### config.mk
export PLATFORM = sky130hd
export DESIGN_NAME = paddle_mouse_emu_flat
export DESIGN_NICKNAME = d
export VERILOG_FILES = /design/src/rtl/paddle_mouse_emu_if.sv /design/src/rtl/paddle_mouse_emu.sv /design/src/flat_wrapper.sv
export SDC_FILE = /design/constraint.sdc
export NUM_CORES = 1
export LEC_CHECK = 0
export CAP_MARGIN = 10
export CELL_PAD_IN_SITES_DETAIL_PLACEMENT = 1
export CELL_PAD_IN_SITES_GLOBAL_PLACEMENT = 2
export CORE_ASPECT_RATIO = 1.75
export CORE_MARGIN = 2
export CORE_UTILIZATION = 27
export DETAILED_ROUTE_END_ITERATION = 6
export GPL_TIMING_DRIVEN = 0
export PLACE_DENSITY = 0.79
export SKIP_CTS_REPAIR_TIMING = 1
export SYNTH_ARGS = -nofsm -noshare
export SYNTH_HDL_FRONTEND = slang
export SYNTH_SLANG_ARGS = --single-unit
export TNS_END_PERCENT = 5
### constraint.sdc
create_clock -name clk_sys -period 2.1 [get_ports clk_sys]
set_input_delay 0.42 -clock clk_sys [delete_from_list [all_inputs] [get_ports clk_sys]]
set_output_delay 0.42 -clock clk_sys [all_outputs]
set_load 0.03 [all_outputs]
### src/rtl/paddle_mouse_emu_if.sv
// Paddle emulator signal bundle between hps_io/joystick sources and the console core.
// The master side drives mouse/joystick inputs; the slave side produces paddle outputs.
interface paddle_mouse_emu_if;
    logic [24:0] ps2_mouse;
    logic [15:0] joya;
    logic [7:0]  joy;
    logic        recenter;
    logic [7:0]  paddle_x;
    logic [7:0]  paddle_y;
    logic [7:0]  joy_out;
    logic        mouse_active;
    logic        update;

    modport master (
        output ps2_mouse, joya, joy, recenter,
        input  paddle_x, paddle_y, joy_out, mouse_active, update
    );

    modport slave (
        input  ps2_mouse, joya, joy, recenter,
        output paddle_x, paddle_y, joy_out, mouse_active, update
    );
endinterface

### src/rtl/paddle_mouse_emu.sv
// Mouse-to-paddle emulation with analog joystick arbitration.
// Mouse packets move saturating 8-bit paddle positions; analog input takes over when non-zero.
module paddle_mouse_emu #(
    parameter int DELTA_LIMIT = 10,
    parameter int ACC_MIN     = -128,
    parameter int ACC_MAX     = 127
) (
    input logic               clk_sys,
    input logic               reset,
    paddle_mouse_emu_if.slave bus
);

    typedef enum logic {ANALOG, MOUSE} mode_t;

    localparam logic signed [8:0] LIM = 9'(DELTA_LIMIT);
    localparam logic signed [9:0] HI  = 10'(ACC_MAX);
    localparam logic signed [9:0] LO  = 10'(ACC_MIN);

    mode_t             mode;
    logic              armed;
    logic              old_stb;
    logic              applied;
    logic signed [8:0] acc_x;
    logic signed [8:0] acc_y;

    logic              evt;
    logic              analog_hit;
    logic signed [8:0] raw_x, raw_y;
    logic signed [8:0] mdx, mdy;
    logic signed [9:0] sum_x, sum_y;
    logic signed [8:0] nx, ny;

    assign evt        = armed && (bus.ps2_mouse[24] != old_stb);
    assign analog_hit = (bus.joya != 16'h0000);

    // Halve and clamp the packet deltas, then add with saturation.
    always_comb begin
        raw_x = {bus.ps2_mouse[4], bus.ps2_mouse[4], bus.ps2_mouse[15:9]};
        raw_y = {bus.ps2_mouse[5], bus.ps2_mouse[5], bus.ps2_mouse[23:17]};
        mdx   = raw_x;
        mdy   = raw_y;
        if (raw_x > LIM)
            mdx = LIM;
        else if (raw_x < -LIM)
            mdx = -LIM;
        if (raw_y > LIM)
            mdy = LIM;
        else if (raw_y < -LIM)
            mdy = -LIM;
        sum_x = {acc_x[8], acc_x} + {mdx[8], mdx};
        sum_y = {acc_y[8], acc_y} + {mdy[8], mdy};
        nx    = sum_x[8:0];
        ny    = sum_y[8:0];
        if (sum_x > HI)
            nx = HI[8:0];
        else if (sum_x < LO)
            nx = LO[8:0];
        if (sum_y > HI)
            ny = HI[8:0];
        else if (sum_y < LO)
            ny = LO[8:0];
    end

    // Strobe edge detection, mode FSM and accumulators; analog input beats everything.
    always_ff @(posedge clk_sys or posedge reset) begin
        if (reset) begin
            mode    <= ANALOG;
            armed   <= 1'b0;
            old_stb <= 1'b0;
            applied <= 1'b0;
            acc_x   <= '0;
            acc_y   <= '0;
        end else begin
            old_stb <= bus.ps2_mouse[24];
            armed   <= 1'b1;
            applied <= 1'b0;
            if (analog_hit) begin
                mode  <= ANALOG;
                acc_x <= '0;
                acc_y <= '0;
            end else begin
                if (evt)
                    mode <= MOUSE;
                if (bus.recenter) begin
                    acc_x <= '0;
                    acc_y <= '0;
                end else if (evt) begin
                    acc_x   <= nx;
                    acc_y   <= ny;
                    applied <= 1'b1;
                end
            end
        end
    end

    assign bus.mouse_active = (mode == MOUSE);

    // Registered output stage selecting mouse or analog sources.
    always_ff @(posedge clk_sys or posedge reset) begin
        if (reset) begin
            bus.paddle_x <= '0;
            bus.paddle_y <= '0;
            bus.joy_out  <= '0;
            bus.update   <= 1'b0;
        end else begin
            bus.update <= applied;
            if (mode == MOUSE) begin
                bus.paddle_x <= acc_x[7:0];
                bus.paddle_y <= acc_y[7:0];
                bus.joy_out  <= {bus.joy[7], bus.ps2_mouse[1:0], bus.joy[4:0]};
            end else begin
                bus.paddle_x <= bus.joya[7:0];
                bus.paddle_y <= bus.joya[15:8];
                bus.joy_out  <= bus.joy;
            end
        end
    end

endmodule
### src/flat_wrapper.sv
// flat-port wrapper written by rule: the top's interface ports become plain ports
module paddle_mouse_emu_flat 
#(
    parameter int DELTA_LIMIT = 10,
    parameter int ACC_MIN     = -128,
    parameter int ACC_MAX     = 127
)
  (clk_sys, reset, bus_ps2_mouse, bus_joya, bus_joy, bus_recenter, bus_paddle_x, bus_paddle_y, bus_joy_out, bus_mouse_active, bus_update);
  paddle_mouse_emu_if bus_i ();
  input logic clk_sys;
  input logic reset;
  input wire logic [$bits(bus_i.ps2_mouse)-1:0] bus_ps2_mouse;
  input wire logic [$bits(bus_i.joya)-1:0] bus_joya;
  input wire logic [$bits(bus_i.joy)-1:0] bus_joy;
  input wire logic [$bits(bus_i.recenter)-1:0] bus_recenter;
  output wire logic [$bits(bus_i.paddle_x)-1:0] bus_paddle_x;
  output wire logic [$bits(bus_i.paddle_y)-1:0] bus_paddle_y;
  output wire logic [$bits(bus_i.joy_out)-1:0] bus_joy_out;
  output wire logic [$bits(bus_i.mouse_active)-1:0] bus_mouse_active;
  output wire logic [$bits(bus_i.update)-1:0] bus_update;
  assign bus_i.ps2_mouse = bus_ps2_mouse;
  assign bus_i.joya = bus_joya;
  assign bus_i.joy = bus_joy;
  assign bus_i.recenter = bus_recenter;
  assign bus_paddle_x = bus_i.paddle_x;
  assign bus_paddle_y = bus_i.paddle_y;
  assign bus_joy_out = bus_i.joy_out;
  assign bus_mouse_active = bus_i.mouse_active;
  assign bus_update = bus_i.update;
  paddle_mouse_emu #(.DELTA_LIMIT(DELTA_LIMIT), .ACC_MIN(ACC_MIN), .ACC_MAX(ACC_MAX)) u_core (.clk_sys(clk_sys), .reset(reset), .bus(bus_i));
endmodule
==> After elaboration in Yosys (flattened, before gate mapping) <==
Cells that the tools add are included.
{ "totals": {"rom_bits": 0, "out_inout_bits": 26, "in_bits": 52, "register_bits": 47, "latch_bits": 0, "mem_bits_rw": 0, "word_cells": 47, "mem_count": 0} }
{ "op_classes": {"n_shift": 0, "n_div": 0, "magnitude_cmp": 8, "eq_ne": 1, "mul": 0, "n_bitwise": 0, "reduce_logical": 4, "mux": 22, "n_addsub": 2} }
{ "op_table": {"columns": ["op", "count"], "rows": [
  ["$mux W9", 14],
  ["$add A9 B9 Y10", 2],
  ["$gt A10 B8 Y1 const B", 2],
  ["$lt A10 B8 Y1 const B", 2],
  ["$gt A8 B5 Y1 const B", 2],
  ["$lt A8 B5 Y1 const B", 2],
  ["$mux W8", 2],
  ["$reduce_bool A16 Y1", 1],
  ["$mux W7", 1],
  ["$mux W1", 5],
  ["$reduce_bool A3 Y1", 1],
  ["$reduce_bool A2 Y1", 1],
  ["$logic_and A1 B1 Y1", 1],
  ["$ne A1 B1 Y1", 1]
]} }

==> Depth between registers and ports, before layout <==
{ "depth": {"depth_word": 10, "ltp_mapped": 13, "mapped_depth_nobuf": 13} }

==> Worst setup path after synthesis <==
No wires, ideal clock.
{ "synth_timing": {"path_kind": "input to register", "start": "input bus_ps2_mouse[21]", "end": "register u_core.acc_y[2]", "n_path_buf": 0, "stages": 13, "setup_ns": 0.167, "slack_ns": -1.207, "required_time_ns": 1.933, "arrival_ns": 3.141, "cell_sequence": "nand4_1 or2_2 ha_1 nor3b_1 ha_1 inv_1 fa_1 nand2b_1 a21oi_1 a31oi_1 xnor2_1 o21ai_0 o311ai_0"} }
{ "synth_via": {"elab_chain_len": 10, "elab_cells_between_ends": 12, "cone_classes": "1 x add/sub; 4 x order compare; 7 x mux"} }
{ "synth_rtl": {"columns": ["item", "line", "text"], "rows": [
  ["start: declaration", "flat_wrapper.sv:12", "input wire logic [$bits(bus_i.ps2_mouse)-1:0] bus_ps2_mouse;"],
  ["$lt A8 B5 Y1", "paddle_mouse_emu.sv:48", "else if (raw_y < -LIM)"],
  ["$mux W9", "paddle_mouse_emu.sv:48", null],
  ["$mux W9 *", "paddle_mouse_emu.sv:46", "if (raw_y > LIM)"],
  ["$add A9 B9 Y10 *", "paddle_mouse_emu.sv:51", "sum_y = {acc_y[8], acc_y} + {mdy[8], mdy};"],
  ["$lt A10 B8 Y1", "paddle_mouse_emu.sv:60", "else if (sum_y < LO)"],
  ["$mux W9", "paddle_mouse_emu.sv:60", null],
  ["$mux W9 *", "paddle_mouse_emu.sv:58", "if (sum_y > HI)"],
  ["$mux W9 *", "paddle_mouse_emu.sv:87", "end else if (evt) begin"],
  ["$mux W9 *", "paddle_mouse_emu.sv:84", "if (bus.recenter) begin"],
  ["$mux W9 *", "paddle_mouse_emu.sv:77", "if (analog_hit) begin"],
  ["end signal: assignment", "paddle_mouse_emu.sv:89", "acc_y <= ny;"],
  ["end: declaration", "paddle_mouse_emu.sv:24", "logic signed [8:0] acc_y;"]
]} }
Mark *: on every way between the ends. The rest lies on a longest branch, timed or not. The select of a mux whose other input is x is not followed.
A chain may end at the register's enable or synchronous reset.

==> Worst setup path after layout <==
{ "layout_timing": {"start": "input bus_ps2_mouse[17]", "end": "register u_core.acc_y[2]"} }
The elaborated chain is that of the path after synthesis.

==> summary.md <==
| Metric | Value |
|---|---|
| Clock group share of total power | `~36%` |
| Full die area | `0.0115 mm²` |
| Maximum clock rate | `a little over 0.3 GHz` |
| Min Tclk post-route | `~3.3 ns` |
| Vias | `about 2.5k` |
| Most instantiated cells after synthesis | `sky130_fd_sc_hd__dfrtp_1 (47), sky130_fd_sc_hd__nand2_1 (29), sky130_fd_sc_hd__nor2_1 (27), sky130_fd_sc_hd__ha_1 (20), sky130_fd_sc_hd__mux2_2 (18)` |
| Worst slew pin tran | `0.632 ns` |
| Reg power frac | `43.0%` |
| Final standard cell area without fillers | `0.00440 mm²` |
| Count of final hold-check violations | `0` |
| Worst max-slew margin expressed relative to the limit | `approximately 58%` |
| Smallest setup slack after layout | `-1.17 ns` |
| CP Data Required Time | `approximately 2.3 ns` |
| Latest clock arrival within the worst-skew pair | `about 0.3 ns` |
| Total CTS buffers | `5` |
| Placed standard-cell area | `a little under 0.004 mm²` |
| Yosys warnings | `0` |
| Number of H-tree branching levels | `2` |
| Register area share after synthesis | `41.1%` |
| Power per Cell Area | `a little under 500 mW/mm²` |
| Setup Slack @ Placement | `-2.13 ns` |
| Run status | `finished, violations left` |
| Launching element type of the critical path | `input pin` |
| Final setup violation count | `18` |
| Async set-or-reset flop fraction in the synthesized netlist | `100%` |
| Most numerous cell in the Yosys netlist | `sky130_fd_sc_hd__dfrtp_1` |
| Sequential cell area | `between 0.001 and 0.0015 mm²` |
| Clock Tree Buf Depth | `2` |
| Hold/Removal Path Class | `reg2reg` |
| Category of the worst setup path capture point | `flop` |
| Via/cell ratio | `around 5.1` |
| Starting Density | `between 20 and 30%` |
| DP Wirelength | `roughly 7100 µm` |
| Count of input and output buffers | `slightly above 70` |
| Wire length of the first global-routing pass | `13800 µm` |
| Switching power share of the total | `27.4%` |
| Share of layout cells above drive strength 1 | `a little under a third` |
| Total area of multi-input combinational cells | `0.00201 mm²` |
| CTS tree | `built` |
| Clock transition time at the flip-flop clock pins of the worst setup and hold paths | `about 0.07 ns` |
| Core box area | `about 0.010 mm²` |
| Design internal power | `~1.6 mW` |
| Initial antenna violation count | `0` |
| NetSw | `0.599 mW` |
| Worst-case vdd ir drop | `around 0.33 mV` |
| Die X | `81.8 µm` |
| Site row count | `a little under 50` |
| Number of standard cells after synthesis | `about 280` |
| Number of synthesized register bits | `47` |
| Max-Cap Viols | `0` |
| Area leader, netlist | `sky130_fd_sc_hd__dfrtp_1` |
| Static Leakage | `just under 2 nW` |
| Number of clock sinks seen by CTS | `47` |
| Final-report max-slew violation count | `0` |
| Detailed-route DRC error count | `0` |
| Total inserted antenna cells | `0` |
| Signed area change from the synthesized netlist to the final layout | `53.7%` |
| Antenna viol nets, final | `0` |
| Met3 track utilization from global routing | `about 2.6%` |
| Met2 Use GR | `approximately a third` |
| Unrepaired setup endpoints after global routing | `true` |
| Post-layout net count | `about 450` |
| Clock tree root driver cell | `sky130_fd_sc_hd__clkbuf_16` |
| Leading cell types by total area after synthesis | `sky130_fd_sc_hd__dfrtp_1 (41%), sky130_fd_sc_hd__ha_1 (8.8%), sky130_fd_sc_hd__mux2_2 (7.1%)` |
| Worst-case clock skew | `0.00669 ns` |
| Crit path max fanout | `7` |
| Top Ports | `78` |
| GP Congestion | `roughly 0.86` |
| Sum of overflow across all layers after global routing | `0` |
| Summed instance area of the synthesized netlist | `0.00286 mm²` |
| Number of enable-type register cells in the synthesized netlist | `0` |
| Avg Cell Area, Syn | `10.2 µm²` |
| Met1 global-route usage | `between 10% and 20%` |
| Final Cycle Share | `156%` |
| Count of TritonRoute iterations in the first routing pass | `4` |
| Tightest hold margin | `about 0.36 ns` |
| Worst Path Arrival | `approximately 3.5 ns` |
| Number of distinct library cell variants in the gate-level netlist after synthesis | `51` |
| Filler Cell Count | `1160` |
| Die height | `between 100 and 150 µm` |
| Path type of the worst setup path | `in2reg` |
| Combinational group share of total power | `21.4%` |
| Number of design-rule violations left by the first detailed-router iteration | `between 60 and 70` |
| Routed length per placed instance | `around 18 µm` |
| Maximum number of pins on one net before global-route repair | `37` |
| Number of global-route vias before repair | `~2.8k` |
| Busiest layer in global routing | `met2` |
| Number of nets in the synthesized netlist | `~350` |
| Post-Route WL | `9090 µm` |
| Yosys top cell area share | `roughly two fifths` |
| Total routing resource utilization after global routing | `between 10% and 20%` |
| Violations in the final reports | `negative setup slack` |
| Most used flip-flop cell after synthesis | `sky130_fd_sc_hd__dfrtp_1` |
==> state kept, by name (all words and copies together) (netlist names) <==
signal / cells
u_core.acc_x: 9
u_core.acc_y: 9
u_core.bus.joy_out: 8
u_core.bus.paddle_x: 8
u_core.bus.paddle_y: 8
u_core.applied: 1
u_core.armed: 1
u_core.bus.mouse_active: 1
u_core.bus.update: 1
u_core.old_stb: 1
==> cell usage in the layout (no fill, tap or decap), drive strengths merged, types with 4 or more instances in the layout <==
| cell | instances |
|---|---|
| a2111oi | 4 |
| a21o | 8 |
| a21oi | 14 |
| buf | 18 |
| clkbuf | 13 |
| clkdlybuf4s50 | 56 |
| dfrtp | 47 |
| dlymetal6s2s | 8 |
| ha | 20 |
| inv | 16 |
| mux2 | 18 |
| nand2 | 30 |
| nand2b | 4 |
| nor2 | 27 |
| nor4 | 4 |
| o21ai | 11 |
| o311ai | 13 |
| xnor2 | 5 |
| xor2 | 8 |
==> path summary, 6_finish.rpt <==
check	from	end	slack, ns	cells after the start
worst max-delay path	bus_ps2_mouse[17]	u_core.acc_y[2]$_DFFE_PP0P_	-1.17	14
worst min-delay path	u_core.applied$_DFF_PP0_	u_core.bus.update$_DFF_PP0_	0.36	0
worst max register to register	u_core.acc_x[0]$_DFFE_PP0P_	u_core.acc_x[3]$_DFFE_PP0P_	-0.45	10
worst min register to register	u_core.applied$_DFF_PP0_	u_core.bus.update$_DFF_PP0_	0.36	0
max in group asynchronous	reset	u_core.bus.update$_DFF_PP0_	1.24	3
min in group asynchronous	reset	u_core.bus.joy_out[6]$_DFF_PP0_	0.38	2
==> per-layer routing <==
layer  wire (µm)  vias to the layer above
met5           0                        -
met4         190                        0
met1        3110                     1270
li1            -                     1203
met3         284                       10
met2        5500                       50
==> cell families (layout without fill, tap and decap cells) <==
| kind of cell | after synthesis | after routing | share of synthesized area (%) |
|---|---|---|---|
| mux | 18 | 18 | 7.09 |
| fa+ha+maj | 23 | 23 | 10.5 |
| xor+xnor | 13 | 13 | 3.98 |
| simple gates | 90 | 90 | 15.5 |
| other cells | 1 | 1 | 0.131 |
| flops | 47 | 47 | 41.1 |
| buf+inv | 19 | 113 | 2.54 |
| compound gates | 68 | 68 | 19.1 |
==> critical path: stages <==
cell,delay (ns)
sky130_fd_sc_hd__clkdlybuf4s50_1,0.41
sky130_fd_sc_hd__a21o_1,0.20
sky130_fd_sc_hd__a2111oi_4,0.42
sky130_fd_sc_hd__nor2_4,0.08
sky130_fd_sc_hd__nor3b_2,0.17
sky130_fd_sc_hd__ha_2,0.22
sky130_fd_sc_hd__inv_1,0.06
sky130_fd_sc_hd__fa_2,0.37
sky130_fd_sc_hd__nand2b_4,0.16
sky130_fd_sc_hd__a21oi_4,0.17
sky130_fd_sc_hd__a31oi_2,0.13
sky130_fd_sc_hd__xnor2_2,0.18
sky130_fd_sc_hd__a21boi_4,0.30
sky130_fd_sc_hd__o311ai_1,0.12
==> power groups by stage <==
stage          registers (mW)  clock network, mW  logic [mW]
6_report                0.939              0.779       0.468
5_1_grt                 0.941              0.837       0.503
4_1_cts                 0.939              0.800       0.421
3_5_place_dp            0.956                  0       0.418
3_3_place_gp            0.955                  0       0.406
2_1_floorplan            1.00                  0       0.166
==> layout make-up <==
| class | instances | share of cell area (%) |
|---|---|---|
| well taps | 127 | 3.62 |
| multi-input cells | 213 | 45.7 |
| flip-flops and latches | 47 | 26.8 |
| plain buffers | 3 | 0.285 |
| inverters | 16 | 1.37 |
| repair buffers | 87 | 19.1 |
| clock inverters | 2 | 0.313 |
| clock buffers | 5 | 2.85 |
==> stage by stage <==
step | total power [mW] | std cells | util [%] | TNS, ns
floorplan | 1.17 | 279 | - | -15.27
global placement | 1.36 | 477 | 37.3 | -51.03
detailed placement | 1.37 | 478 | 37.5 | -33.21
CTS | 2.16 | 485 | 38.8 | -27.87
global route | 2.28 | 500 | 42.7 | -21.26
finish | 2.19 | 500 | 42.7 | -18.42
(Power assumes the default switching activity.)
